$ cat src/rtl/fb_writer_pkg.sv
// Shared types and defaults for the framebuffer stream writer: FSM state
// encoding, default geometry and the words-per-line helper.
package fb_writer_pkg;

    typedef enum logic [1:0] {
        ST_IDLE     = 2'd0,
        ST_WAIT_SOF = 2'd1,
        ST_RUN      = 2'd2,
        ST_DROP     = 2'd3
    } fb_state_t;

    localparam int DEFAULT_IMG_W  = 512;
    localparam int DEFAULT_IMG_H  = 256;
    localparam int WORDS_PER_LINE = DEFAULT_IMG_W / 2;
    localparam int ADDR_W         = 16;
    localparam int PIX_W          = 16;

    // Two 4:2:2 pixels share one 32-bit framebuffer word.
    function automatic int words_per_line(input int img_w);
        return img_w / 2;
    endfunction

endpackage

$ cat src/rtl/fb_stream_writer_px_pair_pack.sv
// Pixel pair packer: holds the even pixel of a pair and emits a registered
// {odd, even} word with its valid flag when the odd pixel arrives.
module px_pair_pack
    import fb_writer_pkg::*;
(
    input  logic                 clk_150_d0,
    input  logic                 reset,
    input  logic                 ld_even,
    input  logic                 ld_odd,
    input  logic [PIX_W-1:0]     pix,
    output logic                 vld_p1,
    output logic [2*PIX_W-1:0]   pair_p1
);

    logic [PIX_W-1:0] even_p0;

    // Stage p0: even pixel waits here for its partner; an unpaired pixel is
    // simply overwritten by the next even pixel.
    always_ff @(posedge clk_150_d0) begin
        if (ld_even) begin
            even_p0 <= pix;
        end
    end

    // Stage p1: completed pair and its write strobe.
    always_ff @(posedge clk_150_d0) begin
        if (reset) begin
            vld_p1  <= 1'b0;
            pair_p1 <= '0;
        end else begin
            vld_p1 <= ld_odd;
            if (ld_odd) begin
                pair_p1 <= {pix, even_p0};
            end
        end
    end

endmodule

$ cat src/rtl/fb_stream_writer.sv
// AXI-Stream YCbCr 4:2:2 video to framebuffer writer: packs pixel pairs into
// 32-bit words, tracks frame position and counts framing errors.
module fb_stream_writer
    import fb_writer_pkg::*;
#(
    parameter int IMG_W = DEFAULT_IMG_W,
    parameter int IMG_H = DEFAULT_IMG_H
)
(
    input  logic               clk_150_d0,
    input  logic               reset,
    input  logic               enable,
    input  logic               s_tvalid,
    output logic               s_tready,
    input  logic [PIX_W-1:0]   s_tdata,
    input  logic               s_tuser,
    input  logic               s_tlast,
    output logic               wea,
    output logic [ADDR_W-1:0]  addra,
    output logic [31:0]        dina,
    output logic               frame_done,
    output logic [7:0]         err_cnt
);

    localparam int XW         = $clog2(IMG_W);
    localparam int YW         = (IMG_H > 1) ? $clog2(IMG_H) : 1;
    localparam int LINE_WORDS = words_per_line(IMG_W);
    localparam logic [XW-1:0] X_LAST = XW'(IMG_W - 1);
    localparam logic [YW-1:0] Y_LAST = YW'(IMG_H - 1);

    if (IMG_W < 2 || (IMG_W % 2) != 0) begin : g_bad_width
        $error("IMG_W must be even and at least 2");
    end
    if ((IMG_W * IMG_H) / 2 > 65536) begin : g_bad_size
        $error("IMG_W*IMG_H/2 exceeds the 16-bit framebuffer address space");
    end

    fb_state_t         state, state_nxt;
    logic [XW-1:0]     x, x_nxt;
    logic [YW-1:0]     y, y_nxt;
    logic              ld_even, ld_odd, err_inc, done_nxt;
    logic              acc, at_origin;
    logic [ADDR_W-1:0] word_addr;

    assign s_tready  = ~reset;
    assign acc       = s_tvalid & s_tready;
    assign at_origin = (x == '0) && (y == '0);
    assign word_addr = ADDR_W'(y) * ADDR_W'(LINE_WORDS) + ADDR_W'(x >> 1);

    always_ff @(posedge clk_150_d0) begin
        if (reset) begin
            state <= ST_IDLE;
        end else begin
            state <= state_nxt;
        end
    end

    always_comb begin
        state_nxt = state;
        x_nxt     = x;
        y_nxt     = y;
        ld_even   = 1'b0;
        ld_odd    = 1'b0;
        err_inc   = 1'b0;
        done_nxt  = 1'b0;
        case (state)
            ST_IDLE: begin
                if (enable) begin
                    state_nxt = ST_WAIT_SOF;
                end
            end
            ST_WAIT_SOF, ST_DROP: begin
                if (state == ST_DROP && !enable) begin
                    state_nxt = ST_IDLE;
                end else if (acc && s_tuser) begin
                    x_nxt = '0;
                    y_nxt = '0;
                    // SOF together with EOL is a one-pixel line.
                    if (s_tlast) begin
                        err_inc   = 1'b1;
                        state_nxt = ST_DROP;
                    end else begin
                        ld_even   = 1'b1;
                        x_nxt     = XW'(1);
                        state_nxt = ST_RUN;
                    end
                end
            end
            ST_RUN: begin
                if (acc) begin
                    if (s_tuser && !at_origin) begin
                        // Early SOF: restart the frame on this beat.
                        err_inc = 1'b1;
                        y_nxt   = '0;
                        if (s_tlast) begin
                            x_nxt     = '0;
                            state_nxt = ST_DROP;
                        end else begin
                            ld_even = 1'b1;
                            x_nxt   = XW'(1);
                        end
                    end else begin
                        ld_even = ~x[0];
                        ld_odd  = x[0];
                        if (x == X_LAST) begin
                            x_nxt = '0;
                            if (!s_tlast) begin
                                err_inc   = 1'b1;
                                y_nxt     = '0;
                                state_nxt = ST_DROP;
                            end else if (y == Y_LAST) begin
                                done_nxt  = 1'b1;
                                y_nxt     = '0;
                                state_nxt = enable ? ST_WAIT_SOF : ST_IDLE;
                            end else begin
                                y_nxt = y + YW'(1);
                            end
                        end else if (s_tlast) begin
                            // Short line: a completed pair still lands, a lone
                            // even pixel is dropped.
                            ld_even   = 1'b0;
                            err_inc   = 1'b1;
                            x_nxt     = '0;
                            y_nxt     = '0;
                            state_nxt = ST_DROP;
                        end else begin
                            x_nxt = x + XW'(1);
                        end
                    end
                end
            end
            default: state_nxt = ST_IDLE;
        endcase
    end

    always_ff @(posedge clk_150_d0) begin
        if (reset) begin
            x          <= '0;
            y          <= '0;
            addra      <= '0;
            frame_done <= 1'b0;
            err_cnt    <= 8'd0;
        end else begin
            x          <= x_nxt;
            y          <= y_nxt;
            frame_done <= done_nxt;
            if (ld_odd) begin
                addra <= word_addr;
            end
            if (err_inc && err_cnt != 8'hFF) begin
                err_cnt <= err_cnt + 8'd1;
            end
        end
    end

    px_pair_pack u_pack (
        .clk_150_d0 (clk_150_d0),
        .reset      (reset),
        .ld_even    (ld_even),
        .ld_odd     (ld_odd),
        .pix        (s_tdata),
        .vld_p1     (wea),
        .pair_p1    (dina)
    );

endmodule

$ cat config.mk
export PLATFORM = sky130hd
export DESIGN_NAME = fb_stream_writer
export DESIGN_NICKNAME = d
export VERILOG_FILES = /design/src/rtl/fb_writer_pkg.sv /design/src/rtl/fb_stream_writer_px_pair_pack.sv /design/src/rtl/fb_stream_writer.sv
export SDC_FILE = /design/constraint.sdc
export NUM_CORES = 1
export LEC_CHECK = 0
export BUFFER_PORTS_ARGS = -buffer_cell sky130_fd_sc_hd__buf_2
export CAP_MARGIN = 10
export CORE_ASPECT_RATIO = 0.75
export CORE_MARGIN = 3
export CORE_UTILIZATION = 40
export CTS_CLUSTER_SIZE = 28
export DETAILED_ROUTE_END_ITERATION = 12
export PLACE_DENSITY_LB_ADDON = 0.25
export SLEW_MARGIN = 20
export SYNTH_ARGS = -nofsm -noshare
export SYNTH_HDL_FRONTEND = slang
export SYNTH_SLANG_ARGS = --single-unit
$ cat constraint.sdc
create_clock -name clk_150_d0 -period 5.4 [get_ports clk_150_d0]
set_input_delay 1.08 -clock clk_150_d0 [delete_from_list [all_inputs] [get_ports clk_150_d0]]
set_output_delay 1.08 -clock clk_150_d0 [all_outputs]
set_load 0.02 [all_outputs]
Word level (Yosys, flattened, before mapping) --
Cells that the tools add are included.
Storage, ports and cells: input port bits 22, logic and storage cells 97, flip-flop bits (word level) 93
Cells by class: reductions and logical operators 16, multiplexer cells 48, equality and inequality tests 13, add/subtract/negate cells 4, bitwise gates (word level) 7
Operators by type and width (count):
- $mux W8 | 8
- $mux W9 | 6
- $mux W1 | 20
- $mux W2 | 9
- $pmux W9 S2 | 1
- $add A16 B8 Y16 | 1
- $add A8 B1 Y8 const B | 2
- $pmux W8 S2 | 1
- $add A9 B1 Y9 const B | 1
- $eq A9 B9 Y1 const B | 1
- $logic_not A9 Y1 | 1
- $eq A8 B8 Y1 const B | 1
- $logic_not A8 Y1 | 1
- $ne A2 B2 Y1 const B | 4
- $ne A8 B8 Y1 const B | 1
- $reduce_and A4 Y1 | 2
- $not A1 Y1 | 6
- $pmux W2 S3 | 1
- $reduce_or A6 Y1 | 1
- $logic_and A1 B1 Y1 | 5
- $ne A5 B5 Y1 const B | 1
- $reduce_and A5 Y1 | 1
- $eq A2 B2 Y1 const B | 2
- $ne A4 B4 Y1 const B | 1
- other kinds (8) | 10

Depth between registers and ports, before layout --
Gate-level depths: netlist (run 1).
depth after elaboration 8, gate-level depth with buffers 10, mapped depth without buffers 9

By module --
A second synthesis (run 1) with hierarchy kept.
Unflattened totals: cells, all modules 396, area, all modules 3887.5 µm²
By module, submodules not included:
- fb_stream_writer | seq. area each 880.8 µm², area each 2204.6 µm², cells an instance 274, instances 1
- px_pair_pack | seq. area each 1141.1 µm², area each 1682.9 µm², cells an instance 122, instances 1

Least setup slack after synthesis (run 1) --
OpenSTA, ideal clock, no wires.
kind register to register, start reg y[0], end reg u_pack.even_p0[0] (enable), slack 2497 ps, buffers on the path 0, data arrival time 2508 ps, setup time 395 ps, cell stages (with the launch flop) 8, path through dfxtp_1 > inv_1 > ha_1 > or4b_4 > o41ai_4 > a21oi_1 > a2bb2oi_1 > o22ai_1
Between the ends: longest elaborated chain between the ends 7
RTL lines:
- from (decl) | line fb_stream_writer.sv:40 | logic [YW-1:0] y, y_nxt;
- from (signal assigned) | line fb_stream_writer.sv:145 | y <= y_nxt;
- $logic_not A8 Y1 | line fb_stream_writer.sv:47 | assign at_origin = (x == '0) && (y == '0);
- $logic_and A1 B1 Y1 | line fb_stream_writer.sv:47
- $logic_not A1 Y1 | line fb_stream_writer.sv:91 | if (s_tuser && !at_origin) begin
- $logic_and A1 B1 Y1 | line fb_stream_writer.sv:91
- $mux W1 | line fb_stream_writer.sv:91
- $mux W1 | line fb_stream_writer.sv:90 | if (acc) begin
- $pmux W1 S2 | line fb_stream_writer.sv:66 | case (state)
- via ld_even | line fb_stream_writer.sv:41 | logic ld_even, ld_odd, err_inc, done_nxt;
- to (signal assigned) | line fb_stream_writer_px_pair_pack.sv:21 | even_p0 <= pix;
- to (decl) | line fb_stream_writer_px_pair_pack.sv:15 | logic [PIX_W-1:0] even_p0;
The timed path passes the listed nets, and every way through them passes these cells. A chain may end at the register's enable or synchronous reset.

Final worst setup path (run 1) --
start in reset, end out s_tready
Between the ends: longest elaborated chain between the ends 1
RTL lines:
- from (decl) | line fb_stream_writer.sv:11 | input logic reset,
- $not A1 Y1 | line fb_stream_writer.sv:45 | assign s_tready = ~reset;
- to (decl) | line fb_stream_writer.sv:14 | output logic s_tready,
No other way between the ends.

==> results of run 1 <==
## routing by layer
layer	vias up	share of wire, %	wire (µm)	global-route usage (%)
met5	-	0	0	0
met4	0	0.61	57	4.671
li1	1641	-	-	-
met3	5	5.9	551	5.791
met2	102	44	4133	25.80
met1	1515	49	4593	24.44
## synth_stat cells, types with 2 or more instances
library cell  count  area (µm²)
nor2_1           15       56.30
mux2i_1           4       40.04
nand3_1          19       95.09
buf_2             3       15.01
ha_1              6       75.07
clkbuf_1         13       48.80
and3_1            6       37.54
o31ai_1           3       22.52
nand4b_1          2       17.52
inv_1             9       33.78
a22oi_1           3       22.52
nor4_1            4       25.02
nor2b_1           4       25.02
a31oi_1           3       18.77
buf_6             3       33.78
xnor2_1           5       43.79
buf_4             2       15.01
o21ai_1           6       30.03
or4_4             2       22.52
or3_1             6       37.54
a21oi_1          59       295.3
o21ai_0           7       35.03
nand2b_1          2       12.51
dfxtp_1          77        1541
edfxtp_1         16       480.5
nor3_1            5       25.02
nand2_1         109       409.1
nand4_1           8       50.05
o211a_1           2       20.02
inv_2             2       7.510
## kinds of logic after synthesis
logic type | after synthesis | synth area share [%]
flops | 93 | 52.30
fa+ha+maj | 6 | 1.942
buf+inv | 35 | 4.595
xor+xnor | 6 | 1.359
simple gates | 194 | 24.05
mux | 4 | 1.036
compound gates | 95 | 14.73
## through the flow
step / cells / power (mW) / hold WS [ps] / util, % / area, µm²
2_1_floorplan: 433 / 0.7660 / 453.9 / - / 3866
3_3_place_gp: 619 / 0.7871 / 439.7 / 46.75 / 4317
3_5_place_dp: 619 / 0.7876 / 445.6 / 46.75 / 4317
4_1_cts: 635 / 1.422 / 454.9 / 50.01 / 4618
5_1_grt: 635 / 1.460 / 474.5 / 50.01 / 4618
6_report: 635 / 1.408 / 450.8 / 50.01 / 4618
## state kept, by name, summed over array words and instances (netlist names)
register        cells
x                   9
frame_done          1
state               2
u_pack.pair_p1     32
err_cnt             8
y                   8
u_pack.even_p0     16
addra              16
u_pack.vld_p1       1
## power breakdown
group	switching, mW	leakage [nW]	total, mW	internal (mW)
registers	0.00585	0.765	0.715	0.709
clock network	0.263	0.142	0.635	0.372
logic	0.0405	0.891	0.0586	0.0181
## worst register-to-register path, stage by stage, from the launching register on
cell and delay [ps]:
dfxtp_1 400, inv_1 130, ha_1 160, or3b_2 500, o41ai_4 440, a21oi_1 140
a2bb2oi_1 150, o22ai_2 630
## path summary, 6_finish.rpt
kind / from / endpoint
max: reset / s_tready
min: u_pack.pair_p1[3] / u_pack.pair_p1[3]
max reg2reg: x[0] / u_pack.even_p0[7]
min reg2reg: u_pack.pair_p1[3] / u_pack.pair_p1[3]
## cell type report
type / count / area [µm²]
Clock buffer: 11 / 242.7
Clock inverter: 5 / 58.81
Fill cell: 909 / 4616
Inverter: 11 / 41.29
Multi-Input combinational cell: 305 / 1678
Sequential cell: 93 / 2022
Tap cell: 128 / 160.2
Timing Repair Buffer: 82 / 415.4
==> results.ini, run 1 <==
[outcome]
status = finished, final reports clean

[timing]
fmax_ghz = 0.3091
fin_crit_ps = 3235
drv_slew = 0
period_share_pct = 59.91
setup_tns_ps = 0
setup_viol = 0
fin_skew_ps = 8.002
rsz0062_at_grt = no
fin_ws_ps = 2165
finalHoldViolCount = 0
tightest_slew_ps = 826.0
slew_headroom_pct = 44.94

[route]
detail_route.first_pass.iterations = 5
drt.antenna.violating_nets = 0
finalWirelength_um = 9337
drc = 0
viasPerCell = 5.139
drt-initial-drc-count = 267
vias = 3263
wl_per_cell_um = 14.70

[power_and_ir_drop]
p_leak_nw = 1.797
power_density_nw_per_um2 = 305.0
ir_drop_uv = 169.3

[setup_path]
crit_fanout = 36
worst-r2r-setup-slack_ps = 2480
cp_num_buf_inv = 3
cp-start-kind = primary input
rr_worst_depth = 7
critical_path.slowest_cell = buf_2
max_stage_delay_ps = 550
cp.arrival_ps = 2160
required_ps = 4320
crit_chain = buf_2, inv_2, buf_2
end_kind = output port
crit_family = buffers and inverters
path_depth = 3
critPathKind = in -> out
cpMostUsedCell = buf_2

[hold_path]
hold_path_class = reg -> reg
holdPathStages = 2

[yosys]
synth_edf_count = 16
synthesis.nets = 461
synth_seq_cells = 93
postSynthCellCount = 433
avgSynthCellArea_um2 = 8.929
ys_warn_count = 0
syn_area_um2 = 3866
ys_seq_area_share_pct = 52.30
synth_top_flop_cell = dfxtp_1
synthArstFlopShare_pct = 0
yosysUniqueCellTypes = 58

[layout]
layout-drive-gt1-share_pct = 22.29
nets = 530
mostFrequentLayoutCells = 109 x nand2_1, 80 x buf_2, 77 x dfxtp_1, 59 x a21oi_1, 18 x nand3_1
area_delta_synth_final_pct = 19.45
antenna_cells = 0
final_common_cell = nand2_1

[clock_network]
clock_latency_ps = 340
postCtsHoldBufs = 0
cts_resized = 0
h-tree-depth = 3
cts.path.max_buffers = 2
cts-root-buf = clkbuf_16
cts_sinks = 93
cts_made_buffers = 9
clkSlewWorstSetupHoldPaths_ps = 60
cts_tree = built
postCtsSetupRepairBufs = 0

[place]
place_ws_ps = 2067
place_hpwl_um = 6399
numPortBuffers = 80
place.gp.congestion = 0.8816

[die]
start_util_pct = 41.87
core_area_um2 = 9234
fp.dieW_um = 119.5
die_h_um = 91.14
io_pins = 81
rows = 30
die-area_um2 = 10890

[grt]
grt_max_degree = 50
antenna_found_initial = 0
grt_pass1_vias = 2990
grt_usage_pct = 17.43
grt_pass1_wl_um = 15350
grt.overflow.total = 0

[flow_run]
cap_violations = 0

Power figures use the tool's default switching activity.
==> run 2: changes to the inputs <==
clock period = 3.4 ns   (was 5.4 ns; I/O delays follow)
==> run 2 against run 1 <==
Net effect:
- wire length decreased by 0.29%
- clock skew increased by 0.85 ps
- flip-flop and latch count unchanged
- setup slack got worse by 1500 ps
- sequential share of layout area decreased by 0.15 points
==> results.ini, run 2 (synthesized netlist as in run 1, its figures left out) <==
[power_and_ir_drop]
p_sw_share_pct = 23.92  ; +1.9 points
power_density_nw_per_um2 = 470.9  ; +54%
p_seq_share_pct = 52.0  ; +1.3 points
p_int_mw = 1.661  ; +51%
p_leak_nw = 1.808  ; +0.59%
power_mw = 2.183  ; +55%
switchingPower_mw = 0.5220  ; +69%
combPwrFrac_pct = 4.2  ; about the same
clkPwrFrac_pct = 43.8  ; -1.3 points
ir_drop_uv = 338.1  ; +100%

[timing]
fin_crit_ps = 2721
setup_viol = 0  ; unchanged
fmax_ghz = 0.3675
finalHoldViolCount = 0  ; unchanged
fin_ws_ps = 679.1  ; -1485 ps
period_share_pct = 80.03
rsz0062_at_grt = no
tightest_slew_ps = 680.2  ; -145.8 ps
drv_slew = 0  ; unchanged
fin_skew_ps = 8.852  ; +0.8499 ps
slew_headroom_pct = 54.65  ; +9.7 points
setup_tns_ps = 0  ; unchanged

[route]
drc = 0  ; unchanged
drt.antenna.violating_nets = 0  ; unchanged
vias = 3347  ; +2.6%
wl_per_cell_um = 14.59  ; -0.76%
drt-initial-drc-count = 204  ; -24%
finalWirelength_um = 9310  ; -0.29%
viasPerCell = 5.246  ; +2.1%
detail_route.first_pass.iterations = 5  ; unchanged

[grt]
grt_pass1_wl_um = 15200  ; -0.94%
grt_pass1_vias = 2939  ; -1.7%
grt_usage_pct = 17.27  ; -0.16 points
grt.overflow.total = 0  ; unchanged
antenna_found_initial = 0  ; unchanged
grt_max_degree = 49  ; -2.0%

[layout]
area_delta_synth_final_pct = 19.87
nets = 533  ; +0.57%
mostFrequentLayoutCells = 109 x nand2_1, 80 x buf_2, 77 x dfxtp_1, 59 x a21oi_1, 18 x nand3_1
largestRegisters = u_pack.pair_p1 (32), addra (16), u_pack.even_p0 (16)
final_util_pct = 50.19  ; +0.18 points
top_register = u_pack.pair_p1
layout-drive-gt1-share_pct = 22.94  ; +0.65 points
final_common_cell = nand2_1
antenna_cells = 0  ; unchanged
stdcell_area_um2 = 4634  ; +0.35%
largest_reg_flops = 32  ; unchanged

[die]
die_h_um = 91.14  ; unchanged
io_pins = 81  ; unchanged
die-area_um2 = 10890  ; unchanged
start_util_pct = 41.87  ; unchanged
fp.dieW_um = 119.5  ; unchanged
rows = 30  ; unchanged
core_area_um2 = 9234  ; unchanged

[clock_network]
clock_latency_ps = 340  ; about the same
cts-root-buf = clkbuf_16
postCtsSetupRepairBufs = 0  ; unchanged
clkSlewWorstSetupHoldPaths_ps = 70  ; about the same
cts_resized = 0  ; unchanged
cts.path.max_buffers = 2  ; unchanged
cts_made_buffers = 9  ; unchanged
postCtsHoldBufs = 0  ; unchanged
cts_tree = built
h-tree-depth = 3  ; unchanged
cts_sinks = 93  ; unchanged

[setup_path]
cp-start-kind = flip-flop
rr_worst_depth = 9  ; +2
worst-r2r-setup-slack_ps = 680  ; -1800 ps
cp.arrival_ps = 2990  ; +830 ps
required_ps = 3670  ; -650 ps
r2r-end = u_pack.pair_p1[18]
worstSetupStartpoint = y[0]
end_kind = flip-flop
timing.rr.start = y[0]
critPathKind = reg -> reg
crit_fanout = 29  ; -19%

[hold_path]
min_from = u_pack.pair_p1[16]
hold_path_class = reg -> reg
holdPathStages = 2  ; unchanged
worstHoldEndpoint = u_pack.pair_p1[16]

[outcome]
status = finished, final reports clean

[place]
place_ws_ps = 719.6  ; -1348 ps
place_hpwl_um = 6509  ; +1.7%
postPlaceCellArea_um2 = 4352  ; +0.81%
numPortBuffers = 80  ; unchanged
place.gp.congestion = 0.8551  ; -3.0%

[flow_run]
cap_violations = 0  ; unchanged

## run 2: cell types whose count changed in the layout (fill, tap and decap cells not counted), sizes merged
cell	before	now
clkinv	1	2
bufinv	1	0
clkbuf	11	9
buf	82	85
inv	12	14
## run 2: cell type report
type	count	area [µm²]
Tap cell	128	160.2
Fill cell	898	4599
Inverter	11	41.29
Sequential cell	93	2022
Multi-Input combinational cell	305	1678
Timing Repair Buffer	85	450.4
Clock buffer	9	225.2
Clock inverter	7	57.56
## run 2: metrics by stage
step | hold slack (ps) | instances
6_report | 453.4 | 638
5_1_grt | 475.7 | 638
3_5_place_dp | 445.6 | 622
3_3_place_gp | 440.5 | 622
4_1_cts | 454.9 | 638
2_1_floorplan | 453.9 | 433
## run 2: how the worst max path moves through the flow
stage | endpoint | cells past startpoint | slack (ps)
finish | u_pack.pair_p1[18] | 9 | 680
global route | u_pack.pair_p1[18] | 9 | 490
CTS | u_pack.pair_p1[18] | 9 | 680
detailed placement | u_pack.pair_p1[18] | 9 | 720
global placement | y[0] | 7 | 820
floorplan | u_pack.even_p0[0] | 7 | 500
## run 2: power groups by stage
stage	clock, mW	combinational (mW)	sequential (mW)
5_1_grt	1.02	0.102	1.13
2_1_floorplan	0	0.0632	1.15
3_5_place_dp	0	0.0911	1.16
3_3_place_gp	0	0.0905	1.16
6_report	0.956	0.0923	1.13
4_1_cts	0.974	0.0915	1.13
## run 2: routing by layer
metal / up-vias / routed length (µm) / GRT usage, %
li1: 1655 / - / -
met5: - / 0 / 0
met1: 1569 / 4591 / 24.89
met3: 21 / 549 / 5.355
met4: 0 / 140 / 4.671
met2: 102 / 4029 / 25.00
## run 2: worst max-delay path, cell delays in order, from the launching register on
cell	delay, ps
dfxtp_1	360
inv_1	110
ha_1	150
or4b_4	470
o41ai_4	530
nand3_2	140
inv_2	420
buf_12	230
nand2_1	70
a21oi_1	150
==> run 3: changes to the inputs <==
clock period = 2.3 ns   (was 3.4 ns; I/O delays follow)
==> run 3 against run 2 <==
Net effect:
- sequential power is 49% higher
- critical path type unchanged
- largest power group unchanged
- sequential share of layout area decreased by 4.0 points
- non-clock buffer count up 34
- flip-flop and latch count unchanged
- critical path depth shrank 1
- combinational power up 87%
- wire length grew 11%
- global-route usage increased by 0.93 points
- worst hold slack worse by 140 ps
- first-iteration DRC count up 2.0%
==> results.ini, run 3 (synthesized netlist as in run 1, its figures left out) <==
[outcome]
status = finished, final reports clean

[clock_network]
cts_made_buffers = 9  ; unchanged
clock_latency_ps = 340  ; about the same
h-tree-depth = 3  ; unchanged
cts-root-buf = clkbuf_16
cts.path.max_buffers = 2  ; unchanged
cts_tree = built
clkSlewWorstSetupHoldPaths_ps = 70  ; about the same
cts_sinks = 93  ; unchanged

[die]
io_pins = 81  ; unchanged
die-area_um2 = 10890  ; unchanged
die_h_um = 91.14  ; unchanged
rows = 30  ; unchanged
fp.dieW_um = 119.5  ; unchanged
start_util_pct = 41.87  ; unchanged
core_area_um2 = 9234  ; unchanged

[layout]
antenna_cells = 0  ; unchanged
nets = 568  ; +6.6%
final_common_cell = nand2_1
mostFrequentLayoutCells = 109 x nand2_1, 80 x buf_2, 73 x dfxtp_1, 57 x a21oi_1, 30 x buf_4
largest_reg_flops = 32  ; unchanged
multi_input_area_um2 = 1797  ; +7.1%
final_util_pct = 55.37  ; +5.2 points
layout-drive-gt1-share_pct = 31.38  ; +8.4 points
stdcell_area_um2 = 5112  ; +10%
top_register = u_pack.pair_p1
regArea_um2 = 2027  ; +0.25%
largestRegisters = u_pack.pair_p1 (32), addra (16), u_pack.even_p0 (16)
n_fill_cell = 880  ; -2.0%
area_delta_synth_final_pct = 32.23

[setup_path]
required_ps = 2570  ; -1100 ps
crit_fanout = 5  ; -83%
critPathKind = reg -> reg
end_kind = flip-flop
cp.arrival_ps = 2560  ; -430 ps
cp-start-kind = flip-flop

[place]
place.gp.congestion = 0.8756  ; +2.4%
postPlaceCellArea_um2 = 4599  ; +5.7%
place_hpwl_um = 6902  ; +6.0%
numPortBuffers = 80  ; unchanged
place_ws_ps = -47.09  ; -766.7 ps

[grt]
antenna_found_initial = 0  ; unchanged
grt_pass1_vias = 3216  ; +9.4%
grt_pass1_wl_um = 16100  ; +5.9%
grt_usage_pct = 18.20  ; +0.93 points
grt_max_degree = 38  ; -22%
grt.overflow.total = 0  ; unchanged

[timing]
drv_slew = 0  ; unchanged
setup_tns_ps = 0  ; unchanged
fmax_ghz = 0.4355  ; +19%
rsz0062_at_grt = yes
fin_skew_ps = 6.999  ; -1.854 ps
fin_crit_ps = 2296  ; -424.9 ps
period_share_pct = 99.83  ; +20 points
finalHoldViolCount = 0  ; unchanged
slew_headroom_pct = 57.37  ; +2.7 points
fin_ws_ps = 3.998  ; -675.1 ps
setup_viol = 0  ; unchanged
tightest_slew_ps = 635.1  ; -45.07 ps

[power_and_ir_drop]
power_density_nw_per_um2 = 644.2  ; +37%
power_mw = 3.293  ; +51%
p_leak_nw = 2.034  ; +13%
ir_drop_uv = 433.8  ; +28%

[route]
drt-initial-drc-count = 208  ; +2.0%
vias = 3501  ; +4.6%
drc = 0  ; unchanged
detail_route.first_pass.iterations = 5  ; unchanged
viasPerCell = 5.202  ; -0.84%
drt.antenna.violating_nets = 0  ; unchanged
finalWirelength_um = 10310  ; +11%
wl_per_cell_um = 15.32  ; +5.0%

[hold_path]
hold_path_class = in -> reg

[flow_run]
cap_violations = 0  ; unchanged

[run 3: changes by cell type in the layout (fill, tap and decap cells not counted), sizes merged, moves of 2 or more]
cell      change
buf          +31
clkinvlp      -2
clkinv        +2
clkbuf        +5
inv           -3
[run 3: critical path, stage by stage (launching register included)]
cell and delay (ps):
dfxtp_2 320, inv_2 80, ha_4 120, or4b_4 490, o41a_4 540, nor4_4 290, buf_6 170, nand3_1 80
o21ai_1 120
[run 3: cell type report]
type / instances / area share (%)
well taps: 128 / 3.133
inverters: 11 / 0.9545
clock buffers: 11 / 4.552
repair buffers: 119 / 15.54
multi-input cells: 306 / 35.14
flip-flops and latches: 93 / 39.65
clock inverters: 5 / 1.028
[run 3: path summary, 6_finish.rpt]
path,startpoint,end,slack [ps],depth (start not counted)
max,y[1],y[7],4,8
min,s_tdata[14],u_pack.even_p0[14],310,1
max reg2reg,y[1],y[7],4,8
min reg2reg,u_pack.pair_p1[13],u_pack.pair_p1[13],450,2
[run 3: routing by layer]
metal	vias to the layer above	wire (µm)	share of wire, %	global-route usage [%]
met3	12	570	5.5	5.355
met2	98	4612	45	27.58
met4	0	107	1.0	5.148
met1	1663	5017	49	25.28
met5	-	0	0	0
li1	1728	-	-	-
[run 3: what timing repair did]
action / in CTS / in global routing
gates cloned: 0 / 5
buffers inserted: 0 / 3
resized for setup: 3 / 27
pin swaps: 0 / 14
hold buffers: 0 / 0
endpoints found under the setup margin: 26 / 69
[run 3: through the flow]
stage	hold slack, ps	std cells
final	312.0	673
after global routing	296.7	673
after CTS	300.3	665
after detailed placement	444.8	649
after global placement	440.9	649
after floorplan	459.2	433
[run 3: report_power, final]
| group | internal (mW) | switching (mW) |
|---|---|---|
| Clock | 0.838 | 0.606 |
| Combinational | 0.0663 | 0.107 |
| Sequential | 1.66 | 0.0123 |
| Total | 2.57 | 0.725 |
